**config.mk**
```make
export PLATFORM = sky130hd
export DESIGN_NAME = pe_array_cfg_loader
export DESIGN_NICKNAME = d
export VERILOG_FILES = /design/src/rtl/pe_array_cfg_loader_pkg.sv /design/src/rtl/pe_array_cfg_loader_slot_counter.sv /design/src/rtl/pe_array_cfg_loader.sv
export SDC_FILE = /design/constraint.sdc
export NUM_CORES = 1
export LEC_CHECK = 0
export CAP_MARGIN = 20
export CORE_MARGIN = 8
export CORE_UTILIZATION = 49
export CTS_BUF_LIST = sky130_fd_sc_hd__clkbuf_4 sky130_fd_sc_hd__clkbuf_8 sky130_fd_sc_hd__clkbuf_16
export CTS_CLUSTER_SIZE = 16
export DETAILED_ROUTE_END_ITERATION = 12
export PLACE_DENSITY_LB_ADDON = 0.15
export SYNTH_ARGS = -nofsm -noshare
export SYNTH_HDL_FRONTEND = slang
export SYNTH_SLANG_ARGS = --single-unit
```
**constraint.sdc**
```tcl
create_clock -name clk -period 3.9 [get_ports clk]
set_input_delay 0.585 -clock clk [delete_from_list [all_inputs] [get_ports clk]]
set_output_delay 0.585 -clock clk [all_outputs]
set_load 0.02 [all_outputs]
```
**src/rtl/pe_array_cfg_loader_pkg.sv**
```systemverilog
// Shared types and constants for the PE array configuration loader.
// CFG_PARITY_EN adds the ERR state used for parity failures.
package pe_array_cfg_loader_pkg;

  localparam int unsigned ROW_W         = 2;
  localparam int unsigned SEL_W         = 3;
  localparam int unsigned SLOT_W        = ROW_W + SEL_W;
  localparam int unsigned N_ROW_FIXED   = 4;
  localparam int unsigned N_SEL_DEFAULT = 4;
  localparam int unsigned N_SLOTS       = N_ROW_FIXED * N_SEL_DEFAULT;
  localparam int unsigned NOP_WORD      = 0;

  typedef enum logic [2:0] {
    S_IDLE = 3'd0,
    S_LOAD = 3'd1,
    S_RUN  = 3'd2,
    S_DONE = 3'd3
`ifdef CFG_PARITY_EN
    ,
    S_ERR  = 3'd4
`endif
  } state_e;

endpackage

```
**src/rtl/pe_array_cfg_loader_slot_counter.sv**
```systemverilog
// Row-major {row, sel} slot cursor; wrap flags the step out of the last slot.
module pe_slot_counter
  import pe_array_cfg_loader_pkg::*;
#(
  parameter int unsigned N_SEL = N_SEL_DEFAULT,
  parameter int unsigned N_ROW = N_ROW_FIXED
) (
  input  logic             clk,
  input  logic             rst,
  input  logic             en,
  input  logic             clr,
  output logic [ROW_W-1:0] row,
  output logic [SEL_W-1:0] sel,
  output logic             wrap
);

  logic last_sel;
  logic last_row;

  assign last_sel = (sel == SEL_W'(N_SEL - 1));
  assign last_row = (row == ROW_W'(N_ROW - 1));
  assign wrap     = en && last_sel && last_row;

  always_ff @(posedge clk or negedge rst) begin
    if (!rst) begin
      row <= '0;
      sel <= '0;
    end else if (clr) begin
      row <= '0;
      sel <= '0;
    end else if (en) begin
      if (last_sel) begin
        sel <= '0;
        row <= last_row ? '0 : row + 1'b1;
      end else begin
        sel <= sel + 1'b1;
      end
    end
  end

endmodule

```
**src/rtl/pe_array_cfg_loader.sv**
```systemverilog
// Loads N_ROW*N_SEL config words into the PE array, then steps every slot for run_iters passes.
// Define CFG_PARITY_EN for an even-parity MSB on cfg_data with a sticky error state.
module pe_array_cfg_loader
  import pe_array_cfg_loader_pkg::*;
#(
  parameter int unsigned INST_W = 32,
  parameter int unsigned N_SEL  = N_SEL_DEFAULT,
  parameter int unsigned N_ROW  = N_ROW_FIXED,
  parameter int unsigned ITER_W = 16
) (
  input  logic              clk,
  input  logic              rst,
  input  logic              start,
  input  logic [ITER_W-1:0] run_iters,
  input  logic              cfg_valid,
`ifdef CFG_PARITY_EN
  input  logic [INST_W:0]   cfg_data,
`else
  input  logic [INST_W-1:0] cfg_data,
`endif
  output logic              cfg_ready,
  output logic [INST_W-1:0] pe_config,
  output logic              init_vld,
  output logic [SLOT_W-1:0] init_PE_array,
  output logic [SLOT_W-1:0] run_PE_array,
  output logic              run_vld,
  output logic              busy,
  output logic              done,
  output logic              err
);

  state_e             state;
  logic [ITER_W-1:0]  iters;
  logic [ITER_W-1:0]  pass;
  logic [ITER_W-1:0]  pass_nxt;
  logic [ITER_W-1:0]  iters_eff;
  logic               xfer;
  logic               par_ok;
  logic               accept;
  logic               cur_clr;
  logic               run_en;
  logic [ROW_W-1:0]   load_row;
  logic [SEL_W-1:0]   load_sel;
  logic               load_wrap;
  logic [ROW_W-1:0]   run_row;
  logic [SEL_W-1:0]   run_sel;
  logic               run_wrap;

  // cfg_ready is only ever high in LOAD, so it doubles as the state qualifier.
  assign xfer = cfg_valid && cfg_ready;
`ifdef CFG_PARITY_EN
  assign par_ok = ~^cfg_data;
`else
  assign par_ok = 1'b1;
  assign err    = 1'b0;
`endif
  assign accept    = xfer && par_ok;
  assign cur_clr   = (state == S_IDLE) && start;
  assign run_en    = (state == S_RUN);
  assign pass_nxt  = pass + 1'b1;
  assign iters_eff = (iters == '0) ? ITER_W'(1) : iters;

  pe_slot_counter #(.N_SEL(N_SEL), .N_ROW(N_ROW)) u_load_cur (
    .clk (clk), .rst (rst), .en (accept), .clr (cur_clr),
    .row (load_row), .sel (load_sel), .wrap (load_wrap)
  );

  // The run cursor ends every sequence wrapped to slot 0, so it reads 0 outside RUN.
  pe_slot_counter #(.N_SEL(N_SEL), .N_ROW(N_ROW)) u_run_cur (
    .clk (clk), .rst (rst), .en (run_en), .clr (cur_clr),
    .row (run_row), .sel (run_sel), .wrap (run_wrap)
  );

  assign run_PE_array = {run_row, run_sel};

  always_ff @(posedge clk or negedge rst) begin
    if (!rst) begin
      state         <= S_IDLE;
      iters         <= '0;
      pass          <= '0;
      cfg_ready     <= 1'b0;
      pe_config     <= '0;
      init_vld      <= 1'b0;
      init_PE_array <= '0;
      run_vld       <= 1'b0;
      busy          <= 1'b0;
      done          <= 1'b0;
`ifdef CFG_PARITY_EN
      err           <= 1'b0;
`endif
    end else begin
      init_vld  <= 1'b0;
      pe_config <= INST_W'(NOP_WORD);
      done      <= 1'b0;
      case (state)
        S_IDLE: begin
          if (start) begin
            iters     <= run_iters;
            pass      <= '0;
            cfg_ready <= 1'b1;
            busy      <= 1'b1;
            state     <= S_LOAD;
          end
        end
        S_LOAD: begin
          if (accept) begin
            pe_config     <= cfg_data[INST_W-1:0];
            init_PE_array <= {load_row, load_sel};
            init_vld      <= 1'b1;
            if (load_wrap) begin
              cfg_ready <= 1'b0;
              run_vld   <= 1'b1;
              state     <= S_RUN;
            end
          end
`ifdef CFG_PARITY_EN
          else if (xfer) begin
            cfg_ready <= 1'b0;
            err       <= 1'b1;
            state     <= S_ERR;
          end
`endif
        end
        S_RUN: begin
          if (run_wrap) begin
            pass <= pass_nxt;
            if (pass_nxt == iters_eff) begin
              run_vld <= 1'b0;
              done    <= 1'b1;
              state   <= S_DONE;
            end
          end
        end
        S_DONE: begin
          busy  <= 1'b0;
          state <= S_IDLE;
        end
        default: state <= state;
      endcase
    end
  end

endmodule

```
==> results.env, run 1 <==
SYN-CELL-AREA_UM2=4020
CELLLEAKAGEPOWER_nW=2.38
CRITPATHLAUNCHTYPE='register'
TIMING.CLOCK.SKEW_PS=10.4
CP_SLOWEST_STAGE_DELAY_PS=600
SYNTHXORXNORAREAFRAC_PCT=5.01
MAPPEDNETLISTNETS=466
SEQ_AREA_FRAC_SYNTH_PCT=53.5
SYNTH_COMPOUND_AREA_SHARE_PCT=8.03
POST_SYNTH_INST_COUNT=405
WORST-SLEW-PIN-TRANSITION_PS=807
SLOWEST_STAGE='sky130_fd_sc_hd__or4_4'
GLOBALROUTEOVERFLOWTOTAL=0
SYNTH_EDF_COUNT=0
FLOORPLAN.INITIALDENSITY_PCT=49.7
RSZ0062_AT_GRT='false'
POSTCTSSETUPREPAIRBUFS=0
TIMING_WORST_SETUP_PATH_TYPE='register to register'
MAX_FREQ_MHz=316
YOSYS.CELL_COUNT.TOP_TYPE='sky130_fd_sc_hd__dfrtp_1'
FIRST_PASS_ITERS=4
PEAK_IR_DROP_ON_THE_VDD_NETWORK_V=0.000321
MAXCAPVIOLATIONS=0
FLOORPLAN.DIE.HEIGHT_UM=107
CTS_HOLD_REPAIR.BUFFERS=0
CRITICAL_PATH_PEAK_FANOUT=10
WORSTPATHCELLLIST='ha_1, nand4_2, or4_4, nor3_2, o2111ai_1, or4_4, a21oi_2, mux2_1'
DRT_DRC_VIOLATIONS_LEFT=0
DETAIL_ROUTE.WL_PER_CELL_UM=16.0
NETLIST.AREA_LEADER.SHARE_PCT=53.5
TIMING.CRITICAL_PATH.MAX_DELAY_FAMILY='simple AND/OR/NAND/NOR gates'
CLK_TRANSITION_REPORTED_PATHS_PS=80
ANTENNA_VIOLATING_NETS_POST_ROUTE=0
PORTBUFFERS=98
OUTCOME='finished, final reports clean'
TIMING.CRITICAL_PATH.ARRIVAL_PS=3400
CTS_BUFFER_DEPTH=2
DRV_SLEW=0
POSTSYNTH.ASYNCRESETSHARE_PCT=100
SYNTH.AREA.MUX_SHARE_PCT=2.74
NNETSFINAL=557
AREA_DELTA_SYNTH_FINAL_PCT=31.3
FILLER_CELL_COUNT=679
MAX-SLEW-MARGIN-REL_PCT=45.9
FRACTION_OF_THE_MAPPED_NETLIST_AREA_IN_ADDER_CELLS_PCT=2.80
NUMCTSBUFFERS=9
GRTUSAGETOTAL_PCT=17.7
TRITONCTS='done'
MIN_SETUP_SLACK_POST_ROUTE_PS=736
YS_SEQ_ELEMENTS=86
NUMBER_OF_ANTENNA_VIOLATIONS_AT_THE_FIRST_CHECK_IN_GLOBAL_ROUTING=0
CLOCK_INSERTION_DELAY_WORST_SKEW_PS=360
YOSYSWARNINGS=0
CLK_ROOT_BUFFER_CELL='sky130_fd_sc_hd__clkbuf_8'
INITIALDRTVIOLATIONCOUNT=129
CRITICAL_PATH.ENDPOINT_TYPE='register'
YOSYSUNIQUECELLTYPES=46
PLACE_WORST_SETUP_SLACK_PS=797
FINALWIRELENGTH_UM=9680
NETLIST_TOP_CELLS_COUNT='sky130_fd_sc_hd__dfrtp_1 (86), sky130_fd_sc_hd__nand2_1 (79), sky130_fd_sc_hd__and2_1 (33), sky130_fd_sc_hd__o21ai_0 (19), sky130_fd_sc_hd__xnor2_1 (17)'
CTSRESIZECOUNT=0
SYNTHESIS.AREA_PER_INSTANCE_UM2=9.93
GRT_START_MAX_NET_PINS=87
CLASS_OF_THE_MOST_CRITICAL_HOLD_TIMING_PATH='input port to asynchronous set/reset pin'
CRITPATHBUFINV=0
CTS.SINKS=86
GRT_FIRST_PASS_WIRELENGTH_UM=16300
CTSHTREEMAXLEVEL=3
AVGVIACOUNTPERCELL=5.21
WORST-ENDPOINT-REQUIRED_PS=4140
SYNTH_LARGEST_AREA_CELL='sky130_fd_sc_hd__dfrtp_1'
GP_ROUTABILITY_CONGESTION=0.865
DESIGN.CORE.AREA_UM2=8090
SETUP_VIOL=0
NUMBER_OF_ENDPOINTS_WITH_NEGATIVE_HOLD_SLACK_IN_THE_FINAL_REPORT=0
WORST_PATH_MOST_REPEATED_CELL='sky130_fd_sc_hd__or4_4'
FIN_CRIT_SH_PCT=81.1
FP.DIEW_UM=107
POST_SYNTH_MAIN_AREA_CONTRIBUTORS='sky130_fd_sc_hd__dfrtp_1 (54%), sky130_fd_sc_hd__nand2_1 (7.4%), sky130_fd_sc_hd__and2_1 (5.1%), sky130_fd_sc_hd__xnor2_1 (3.7%), sky130_fd_sc_hd__ha_1 (2.8%)'
VIAS=3158
P_PER_AREA_nW_PER_UM2=627
BOUNDARYPINS=100
SYNTH-SIMPLE-AREA-SHARE_PCT=24.8
SYNTH-MAIN-FF-CELL='sky130_fd_sc_hd__dfrtp_1'
DIEAREA_UM2=11400
MAIN_COMBINATIONAL_CELL_FAMILY_BY_AREA_AFTER_SYNTHESIS='simple AND/OR/NAND/NOR gates'
DP_HPWL_UM=7120
FIN_CRIT_PS=3160
LAYOUT_CELLS_SIZED_ABOVE_1_PCT=6.99
FIN_SETUP_TNS_PS=0
FIRST_GLOBAL_VIAS=3332
CORE.ROWCOUNT=33
INSERTEDDIODECOUNT=0
[metrics by stage]
stage / instance area (um^2) / utilization, % / hold WS [ps] / cells / power (mW)
finish: 5280 / 65.2 / 57.6 / 606 / 3.31
CTS: 5250 / 64.9 / 467 / 605 / 3.33
floorplan: 4020 / - / 289 / 405 / 2.20
detailed placement: 5050 / 62.5 / 498 / 589 / 2.69
global placement: 5050 / 62.5 / 492 / 589 / 2.65
global route: 5280 / 65.2 / 52.2 / 606 / 3.54
[worst paths after layout]
check	startpoint	endpoint	slack (ps)	cells past startpoint
worst max-delay path	pass[0]$_DFFE_PN0P_	state[1]$_DFFE_PN0P_	740	8
worst min-delay path	rst	iters[2]$_DFFE_PN0P_	60	1
worst max register to register	pass[0]$_DFFE_PN0P_	state[1]$_DFFE_PN0P_	740	8
worst min register to register	init_PE_array[4]$_DFFE_PN0P_	init_PE_array[4]$_DFFE_PN0P_	520	1
max in group asynchronous	rst	pass[13]$_DFFE_PN0P_	3240	2
min in group clk	init_PE_array[4]$_DFFE_PN0P_	init_PE_array[4]$_DFFE_PN0P_	520	1
[cells in the final DEF (no fill, tap or decap), types with 5 or more instances in the layout]
master,count
sky130_fd_sc_hd__clkdlybuf4s50_1,97
sky130_fd_sc_hd__dfrtp_1,86
sky130_fd_sc_hd__nand2_1,79
sky130_fd_sc_hd__and2_1,33
sky130_fd_sc_hd__o21ai_0,19
sky130_fd_sc_hd__xnor2_1,17
sky130_fd_sc_hd__a21oi_1,16
sky130_fd_sc_hd__nor3_1,15
sky130_fd_sc_hd__nor2_1,13
sky130_fd_sc_hd__nand3_1,11
sky130_fd_sc_hd__ha_1,9
sky130_fd_sc_hd__clkbuf_8,9
sky130_fd_sc_hd__and3_1,7
sky130_fd_sc_hd__nand4_1,7
sky130_fd_sc_hd__mux2_2,7
sky130_fd_sc_hd__inv_1,6
sky130_fd_sc_hd__xor2_1,6
sky130_fd_sc_hd__nand2b_1,6
sky130_fd_sc_hd__a22o_1,6
sky130_fd_sc_hd__and4_1,5
sky130_fd_sc_hd__nor4_1,5
[worst reg2reg max path, stage by stage, from the launching register on]
cell and delay, ps:
sky130_fd_sc_hd__dfrtp_1 530, sky130_fd_sc_hd__ha_1 330, sky130_fd_sc_hd__nand4_2 200, sky130_fd_sc_hd__or4_4 600, sky130_fd_sc_hd__nor3_2 180, sky130_fd_sc_hd__o2111ai_1 130
sky130_fd_sc_hd__or4_4 560, sky130_fd_sc_hd__a21oi_2 180, sky130_fd_sc_hd__mux2_1 340
[layout make-up]
cell class | count | area (um^2) | area share [%]
clock inverter | 7 | 72.6 | 1.37
multi-input combinational | 291 | 1750 | 33.1
sequential | 86 | 2150 | 40.8
inverter | 6 | 22.5 | 0.427
timing repair buffer | 102 | 1030 | 19.5
tap | 105 | 131 | 2.49
clock buffer | 9 | 124 | 2.35
[registers in the layout, indices dropped and copies added, names as in the netlist]
signal and cells:
iters 16, init_PE_array 5, done 1, u_run_cur.sel 3
busy 1, state 2, cfg_ready 1, u_load_cur.sel 3
u_load_cur.row 2, pass 16, init_vld 1, run_vld 1
u_run_cur.row 2, pe_config 32
[layer usage]
layer	routed length [um]	track usage, %
met3	808	6.96
met4	236	7.84
met1	4050	20.8
met5	0	0
met2	4580	28.2
[logic make-up (layout without fill, tap and decap cells)]
logic type               count (synthesis)  count (layout)
adder cells (fa/ha/maj)                  9               9
other                                    1               1
AO/OA/AOI/OAI                           53              53
AND/OR/NAND/NOR                        195             195
flip-flops                              86              86
multiplexers                            10              10
buffers and inverters                   28             124
XOR/XNOR                                23              23
[power breakdown]
part | switching [mW] | internal (mW) | leakage (nW) | total [mW]
Sequential | 0.257 | 1.13 | 1.14 | 1.38
Combinational | 0.704 | 0.588 | 1.14 | 1.29
Clock | 0.335 | 0.298 | 0.0960 | 0.633
Total | 1.30 | 2.01 | 2.38 | 3.31
No activity file was read; power rests on OpenSTA's default activity.
==> run 2, diff against run 1 <==
==> constraint.sdc (replaced) <==
create_clock -name clk -period 3.1 [get_ports clk]
set_input_delay 0.465 -clock clk [delete_from_list [all_inputs] [get_ports clk]]
set_output_delay 0.465 -clock clk [all_outputs]
set_load 0.02 [all_outputs]
==> results.env, run 2 (synthesis results as in run 1) <==
NUMCTSBUFFERS=9  # unchanged
GLOBALROUTEOVERFLOWTOTAL=0  # unchanged
AVGVIACOUNTPERCELL=5.27  # +1.1%
UTILIZATION_PCT=65.1  # -0.093 points
PEAK_IR_DROP_ON_THE_VDD_NETWORK_V=0.000427  # +33%
WORST_R2R_PATH_DEPTH=8  # unchanged
OUTCOME='finished, final reports clean'
AREA_DELTA_SYNTH_FINAL_PCT=31.1
DETAIL_ROUTE.WL_PER_CELL_UM=15.9  # -0.38%
CLASS_OF_THE_MOST_CRITICAL_HOLD_TIMING_PATH='input port to asynchronous set/reset pin'
WORST-SLEW-PIN-TRANSITION_PS=832  # +25.2 ps
DRT_DRC_VIOLATIONS_LEFT=0  # unchanged
LARGESTREGISTERS='pe_config: 32 flops, iters: 16 flops, pass: 16 flops'
INITIALDRTVIOLATIONCOUNT=116  # -10%
TOP_REGISTER='pe_config'
CTSHTREEMAXLEVEL=3  # unchanged
CP_SLOWEST_STAGE_DELAY_PS=570  # -30 ps
CTS_BUFFER_DEPTH=2  # unchanged
PORTBUFFERS=98  # unchanged
CLK_ROOT_BUFFER_CELL='sky130_fd_sc_hd__clkbuf_8'
CTS_HOLD_REPAIR.BUFFERS=0  # unchanged
NNETSFINAL=561  # +0.72%
PLACE_WORST_SETUP_SLACK_PS=175  # -623 ps
HIGHEST_COUNT_CELLS_IN_THE_LAYOUT_IGNORING_FILL_AND_TAPS='sky130_fd_sc_hd__clkdlybuf4s50_1 (97), sky130_fd_sc_hd__dfrtp_1 (86), sky130_fd_sc_hd__nand2_1 (79)'
WORST_PATH_MOST_REPEATED_CELL='sky130_fd_sc_hd__or4_4'
LARGEST_REGISTER_FFS=32  # unchanged
ANTENNA_VIOLATING_NETS_POST_ROUTE=0  # unchanged
SETUP_VIOL=0  # unchanged
LAYOUT_CELLS_SIZED_ABOVE_1_PCT=7.72  # +0.74 points
NUMBER_OF_ANTENNA_VIOLATIONS_AT_THE_FIRST_CHECK_IN_GLOBAL_ROUTING=0  # unchanged
NUMBER_OF_ENDPOINTS_WITH_NEGATIVE_HOLD_SLACK_IN_THE_FINAL_REPORT=0  # unchanged
CTSRESIZECOUNT=0  # unchanged
RSZ0062_AT_GRT='false'
TIMING.CLOCK.SKEW_PS=13.0  # +2.53 ps
GRTUSAGETOTAL_PCT=17.9  # +0.16 points
CLOCK_INSERTION_DELAY_WORST_SKEW_PS=350  # about the same
P_PER_AREA_nW_PER_UM2=779  # +24%
DIEAREA_UM2=11400  # unchanged
TIMING.CRITICAL_PATH.MAX_DELAY_FAMILY='simple AND/OR/NAND/NOR gates'
TRITONCTS='done'
DRV_SLEW=0  # unchanged
CELLLEAKAGEPOWER_nW=2.38  # about the same
WORST-ENDPOINT-REQUIRED_PS=3340  # -800 ps
CRITICAL_PATH_PEAK_FANOUT=6  # -4
BOUNDARYPINS=100  # unchanged
SLOWEST_STAGE='sky130_fd_sc_hd__or4_4'
GRT_FIRST_PASS_WIRELENGTH_UM=16200  # -0.64%
WORSTPATHCELLLIST='ha_1, nand4_2, or4_4, nor3_2, o2111ai_1, or4_4, a21oi_2, mux2_1'
FLOORPLAN.INITIALDENSITY_PCT=49.7  # unchanged
MIN_SETUP_SLACK_POST_ROUTE_PS=170  # -567 ps
FLOORPLAN.DIE.HEIGHT_UM=107  # unchanged
CRITICAL_PATH_DEPTH=8  # unchanged
INSERTEDDIODECOUNT=0  # unchanged
CRITPATHLAUNCHTYPE='register'
MOSTFREQUENTLAYOUTCELL='sky130_fd_sc_hd__clkdlybuf4s50_1'
CTS.SINKS=86  # unchanged
TIMING.CRITICAL_PATH.ARRIVAL_PS=3170  # -230 ps
CORE.ROWCOUNT=33  # unchanged
DESIGN.CORE.AREA_UM2=8090  # unchanged
POSTCTSSETUPREPAIRBUFS=0  # unchanged
FLOP_TO_FLOP_SETUP_SLACK_PS=170  # -570 ps
FINALWIRELENGTH_UM=9700  # +0.28%
CRITPATHBUFINV=0  # unchanged
FIN_SETUP_TNS_PS=0  # unchanged
FP.DIEW_UM=107  # unchanged
VIAS=3213  # +1.7%
DP_HPWL_UM=7380  # +3.8%
TIMING_WORST_SETUP_PATH_TYPE='register to register'
GRT_START_MAX_NET_PINS=41  # -53%
MAXCAPVIOLATIONS=0  # unchanged
FIN_CRIT_SH_PCT=94.5  # +13 points
CRITICAL_PATH.ENDPOINT_TYPE='register'
MAX-SLEW-MARGIN-REL_PCT=44.5  # -1.4 points
CLK_TRANSITION_REPORTED_PATHS_PS=100  # +20 ps
FIRST_PASS_ITERS=4  # unchanged
MAX_FREQ_MHz=341  # +8.0%
FIRST_GLOBAL_VIAS=3337  # +0.15%
GP_ROUTABILITY_CONGESTION=0.935  # +8.1%
FIN_CRIT_PS=2930  # -233 ps
run 2: changes by cell type in the layout (fill, tap and decap cells not counted):
cell / previous run / this run
sky130_fd_sc_hd__clkinv_4: 0 / 1
sky130_fd_sc_hd__inv_6: 2 / 3
sky130_fd_sc_hd__bufinv_16: 1 / 0
sky130_fd_sc_hd__clkinv_2: 2 / 1
sky130_fd_sc_hd__buf_4: 4 / 9
sky130_fd_sc_hd__buf_16: 1 / 0
run 2: final timing paths:
kind	startpoint	end
max in group asynchronous	rst	u_load_cur.sel[1]$_DFFE_PN0P_
min	rst	iters[6]$_DFFE_PN0P_
max	pass[1]$_DFFE_PN0P_	state[1]$_DFFE_PN0P_
max reg2reg	pass[1]$_DFFE_PN0P_	state[1]$_DFFE_PN0P_
min in group clk	init_PE_array[2]$_DFFE_PN0P_	init_PE_array[2]$_DFFE_PN0P_
min reg2reg	init_PE_array[2]$_DFFE_PN0P_	init_PE_array[2]$_DFFE_PN0P_
run 2: cell type report:
type                            instances  area, um^2
Clock buffer                            9         124
Clock inverter                          7        55.1
Fill cell                             670        2820
Inverter                                6        22.5
Multi-Input combinational cell        291        1750
Sequential cell                        86        2150
Tap cell                              105         131
Timing Repair Buffer                  106        1040
run 2: per-layer routing:
layer / global-route usage (%) / vias to the layer above / share of wire [%]
met3: 8.28 / 15 / 9.8
li1: - / 1565 / -
met1: 20.4 / 1538 / 40
met4: 6.53 / 0 / 1.9
met5: 0 / - / 0
met2: 28.8 / 95 / 48
run 2: power breakdown:
group | switching [mW] | internal [mW] | total (mW) | leakage (nW)
registers | 0.317 | 1.42 | 1.74 | 1.14
logic | 0.884 | 0.753 | 1.64 | 1.15
clock network | 0.436 | 0.300 | 0.735 | 0.0866
total | 1.64 | 2.47 | 4.11 | 2.38
run 2: stage by stage:
step	total power, mW	std cells	hold WS, ps	instance area, um^2
floorplan	2.77	405	169	4020
global placement	3.35	594	477	5090
detailed placement	3.40	594	479	5090
CTS	4.14	610	84.4	5270
global route	4.40	610	107	5270
finish	4.11	610	72.9	5270
==> run 3, diff against run 2 <==
==> constraint.sdc (replaced) <==
create_clock -name clk -period 3.1 [get_ports clk]
set_input_delay 0.31 -clock clk [delete_from_list [all_inputs] [get_ports clk]]
set_output_delay 0.31 -clock clk [all_outputs]
set_load 0.02 [all_outputs]
==> results.env, run 3 (synthesis results as in run 1) <==
OUTCOME='finished, final reports clean'
WORSTPATHCELLLIST='ha_1, nand4_2, or4_4, nor3_2, o2111ai_1, or4_4, a21oi_2, mux2_1'
TIMING.CLOCK.SKEW_PS=10.3  # -2.69 ps
MOSTFREQUENTLAYOUTCELL='sky130_fd_sc_hd__clkdlybuf4s50_1'
CLOCK_INSERTION_DELAY_WORST_SKEW_PS=350  # about the same
WORST_PATH_MOST_REPEATED_CELL='sky130_fd_sc_hd__or4_4'
CTS_BUFFER_DEPTH=2  # unchanged
SLOWEST_STAGE='sky130_fd_sc_hd__or4_4'
PORTBUFFERS=98  # unchanged
FIN_CRIT_SH_PCT=95.9  # +1.3 points
NNETSFINAL=562  # +0.18%
SETUP_VIOL=0  # unchanged
FP.DIEW_UM=107  # unchanged
TIMING.CRITICAL_PATH.ARRIVAL_PS=3200  # +30 ps
GP_ROUTABILITY_CONGESTION=0.953  # +1.9%
DESIGN.CORE.AREA_UM2=8090  # unchanged
MAX_FREQ_MHz=336  # -1.4%
FLOORPLAN.INITIALDENSITY_PCT=49.7  # unchanged
WL_MET2_UM=4650  # -0.32%
COMBINED_AREA_OF_THE_MULTI_INPUT_LOGIC_CELLS_UM2=1750  # unchanged
INSTANCES_NO_FILL=611  # +0.16%
POSTCTSSETUPREPAIRBUFS=0  # unchanged
FIN_SETUP_TNS_PS=0  # unchanged
INITIALDRTVIOLATIONCOUNT=122  # +5.2%
CP_SLOWEST_STAGE_DELAY_PS=570  # about the same
HIGHEST_COUNT_CELLS_IN_THE_LAYOUT_IGNORING_FILL_AND_TAPS='sky130_fd_sc_hd__clkdlybuf4s50_1 (97), sky130_fd_sc_hd__dfrtp_1 (86), sky130_fd_sc_hd__nand2_1 (79)'
MAXCAPVIOLATIONS=0  # unchanged
BOUNDARYPINS=100  # unchanged
CLK_TRANSITION_REPORTED_PATHS_PS=90  # about the same
GRTUSAGETOTAL_PCT=18.0  # +0.13 points
CORE.ROWCOUNT=33  # unchanged
CRITICAL_PATH.ENDPOINT_TYPE='register'
CLASS_OF_THE_MOST_CRITICAL_HOLD_TIMING_PATH='input port to asynchronous set/reset pin'
DRT_DRC_VIOLATIONS_LEFT=0  # unchanged
DETAIL_ROUTE.WIRELENGTH.MET1_UM=3910  # +0.31%
TOP_REGISTER='pe_config'
TOP_SIGNAL_LAYER_USED='met4'
GLOBALROUTEOVERFLOWTOTAL=0  # unchanged
MET3_WIRELENGTH_UM=957  # +0.53%
CELLLEAKAGEPOWER_nW=2.39  # +0.65%
WORST-SLEW-PIN-TRANSITION_PS=824  # -8.46 ps
FLOORPLAN.DIE.HEIGHT_UM=107  # unchanged
FIRST_GLOBAL_VIAS=3255  # -2.5%
GRT_START_MAX_NET_PINS=67  # +63%
CRITPATHLAUNCHTYPE='register'
PLACED_CELLS=595  # +0.17%
CTSHTREEMAXLEVEL=3  # unchanged
WORST_R2R_PATH_DEPTH=8  # unchanged
NUMBER_OF_ENDPOINTS_WITH_NEGATIVE_HOLD_SLACK_IN_THE_FINAL_REPORT=0  # unchanged
NUMBER_OF_ANTENNA_VIOLATIONS_AT_THE_FIRST_CHECK_IN_GLOBAL_ROUTING=0  # unchanged
CTS.SINKS=86  # unchanged
CTS_HOLD_REPAIR.BUFFERS=0  # unchanged
FIRST_PASS_ITERS=4  # unchanged
PEAK_IR_DROP_ON_THE_VDD_NETWORK_V=0.000409  # -4.2%
CLK_ROOT_BUFFER_CELL='sky130_fd_sc_hd__clkbuf_8'
DP_HPWL_UM=7280  # -1.4%
GRT_FIRST_PASS_WIRELENGTH_UM=16200  # +0.43%
NUMCTSBUFFERS=9  # unchanged
FINALWIRELENGTH_UM=9710  # +0.10%
ANTENNA_VIOLATING_NETS_POST_ROUTE=0  # unchanged
TIMING_WORST_SETUP_PATH_TYPE='register to register'
P_PER_AREA_nW_PER_UM2=787  # +1.0%
VIAS=3208  # -0.16%
SEQUENTIAL_CELL_AREA_UM2=2150  # unchanged
DIEAREA_UM2=11400  # unchanged
CTSRESIZECOUNT=0  # unchanged
LAYOUT_CELLS_SIZED_ABOVE_1_PCT=7.91  # +0.18 points
FIN_CRIT_PS=2970  # +41.6 ps
FILLER_CELL_COUNT=697  # +4.0%
LARGEST_REGISTER_FFS=32  # unchanged
AREA_DELTA_SYNTH_FINAL_PCT=31.7
TRITONCTS='done'
WORST-ENDPOINT-REQUIRED_PS=3330  # about the same
INSERTEDDIODECOUNT=0  # unchanged
AVGVIACOUNTPERCELL=5.25  # -0.32%
RSZ0062_AT_GRT='false'
DRV_SLEW=0  # unchanged
UTILIZATION_PCT=65.4  # +0.31 points
MAX-SLEW-MARGIN-REL_PCT=45.1  # +0.56 points
CRITICAL_PATH_PEAK_FANOUT=6  # unchanged
DETAIL_ROUTE.WL_PER_CELL_UM=15.9  # about the same
LARGESTREGISTERS='pe_config: 32 flops, iters: 16 flops, pass: 16 flops'
==> run 3: cell types whose count changed in the layout (fill, tap and decap cells not counted), sizes merged <==
cell | previous run | this run
inv | 9 | 8
bufinv | 0 | 1
buf | 9 | 10
==> run 3: critical path, delay by kind of cell (launching register included) <==
kind | cells | cell delay [ps]
simple gates | 4 | 1440
flops | 1 | 440
mux | 1 | 330
compound gates | 2 | 330
fa+ha+maj | 1 | 300
==> run 3: worst paths after layout <==
check,endpoint,start,slack (ps)
worst max register to register,state[1]$_DFFE_PN0P_,pass[1]$_DFFE_PN0P_,130
worst max-delay path,state[1]$_DFFE_PN0P_,pass[1]$_DFFE_PN0P_,130
worst min-delay path,pass[2]$_DFFE_PN0P_,rst,30
min in group clk,iters[1]$_DFFE_PN0P_,run_iters[1],480
worst min register to register,init_PE_array[0]$_DFFE_PN0P_,init_PE_array[0]$_DFFE_PN0P_,520
max in group asynchronous,busy$_DFFE_PN0P_,rst,2340
==> run 3: power breakdown <==
part           switching (mW)  total, mW  internal, mW  leakage (nW)
combinational           0.901       1.66         0.757          1.15
clock                   0.413      0.788         0.375        0.0960
sequential              0.304       1.72          1.42          1.14
==> run 3: per-layer routing <==
| metal | vias up | track usage, % |
|---|---|---|
| met5 | - | 0 |
| met1 | 1534 | 21.7 |
| met2 | 92 | 27.6 |
| li1 | 1566 | - |
| met3 | 16 | 7.92 |
| met4 | 0 | 7.44 |
==> run 3: final cells by class <==
| cell class | count | share of cell area (%) |
|---|---|---|
| Tap cell | 105 | 2.48 |
| Clock inverter | 7 | 1.37 |
| Multi-Input combinational cell | 291 | 33.0 |
| Timing Repair Buffer | 107 | 19.7 |
| Inverter | 6 | 0.425 |
| Sequential cell | 86 | 40.6 |
| Clock buffer | 9 | 2.34 |
==> run 3: metrics by stage <==
step                      power [mW]  instance area (um^2)  hold slack [ps]  worst slack (ps)
after floorplan                 2.77                  4020             14.4               337
after global placement          3.38                  5100              460               215
after detailed placement        3.40                  5100              463               152
after CTS                       4.21                  5300             68.9               128
after global routing            4.46                  5300              105              19.9
final                           4.17                  5300             28.1               128
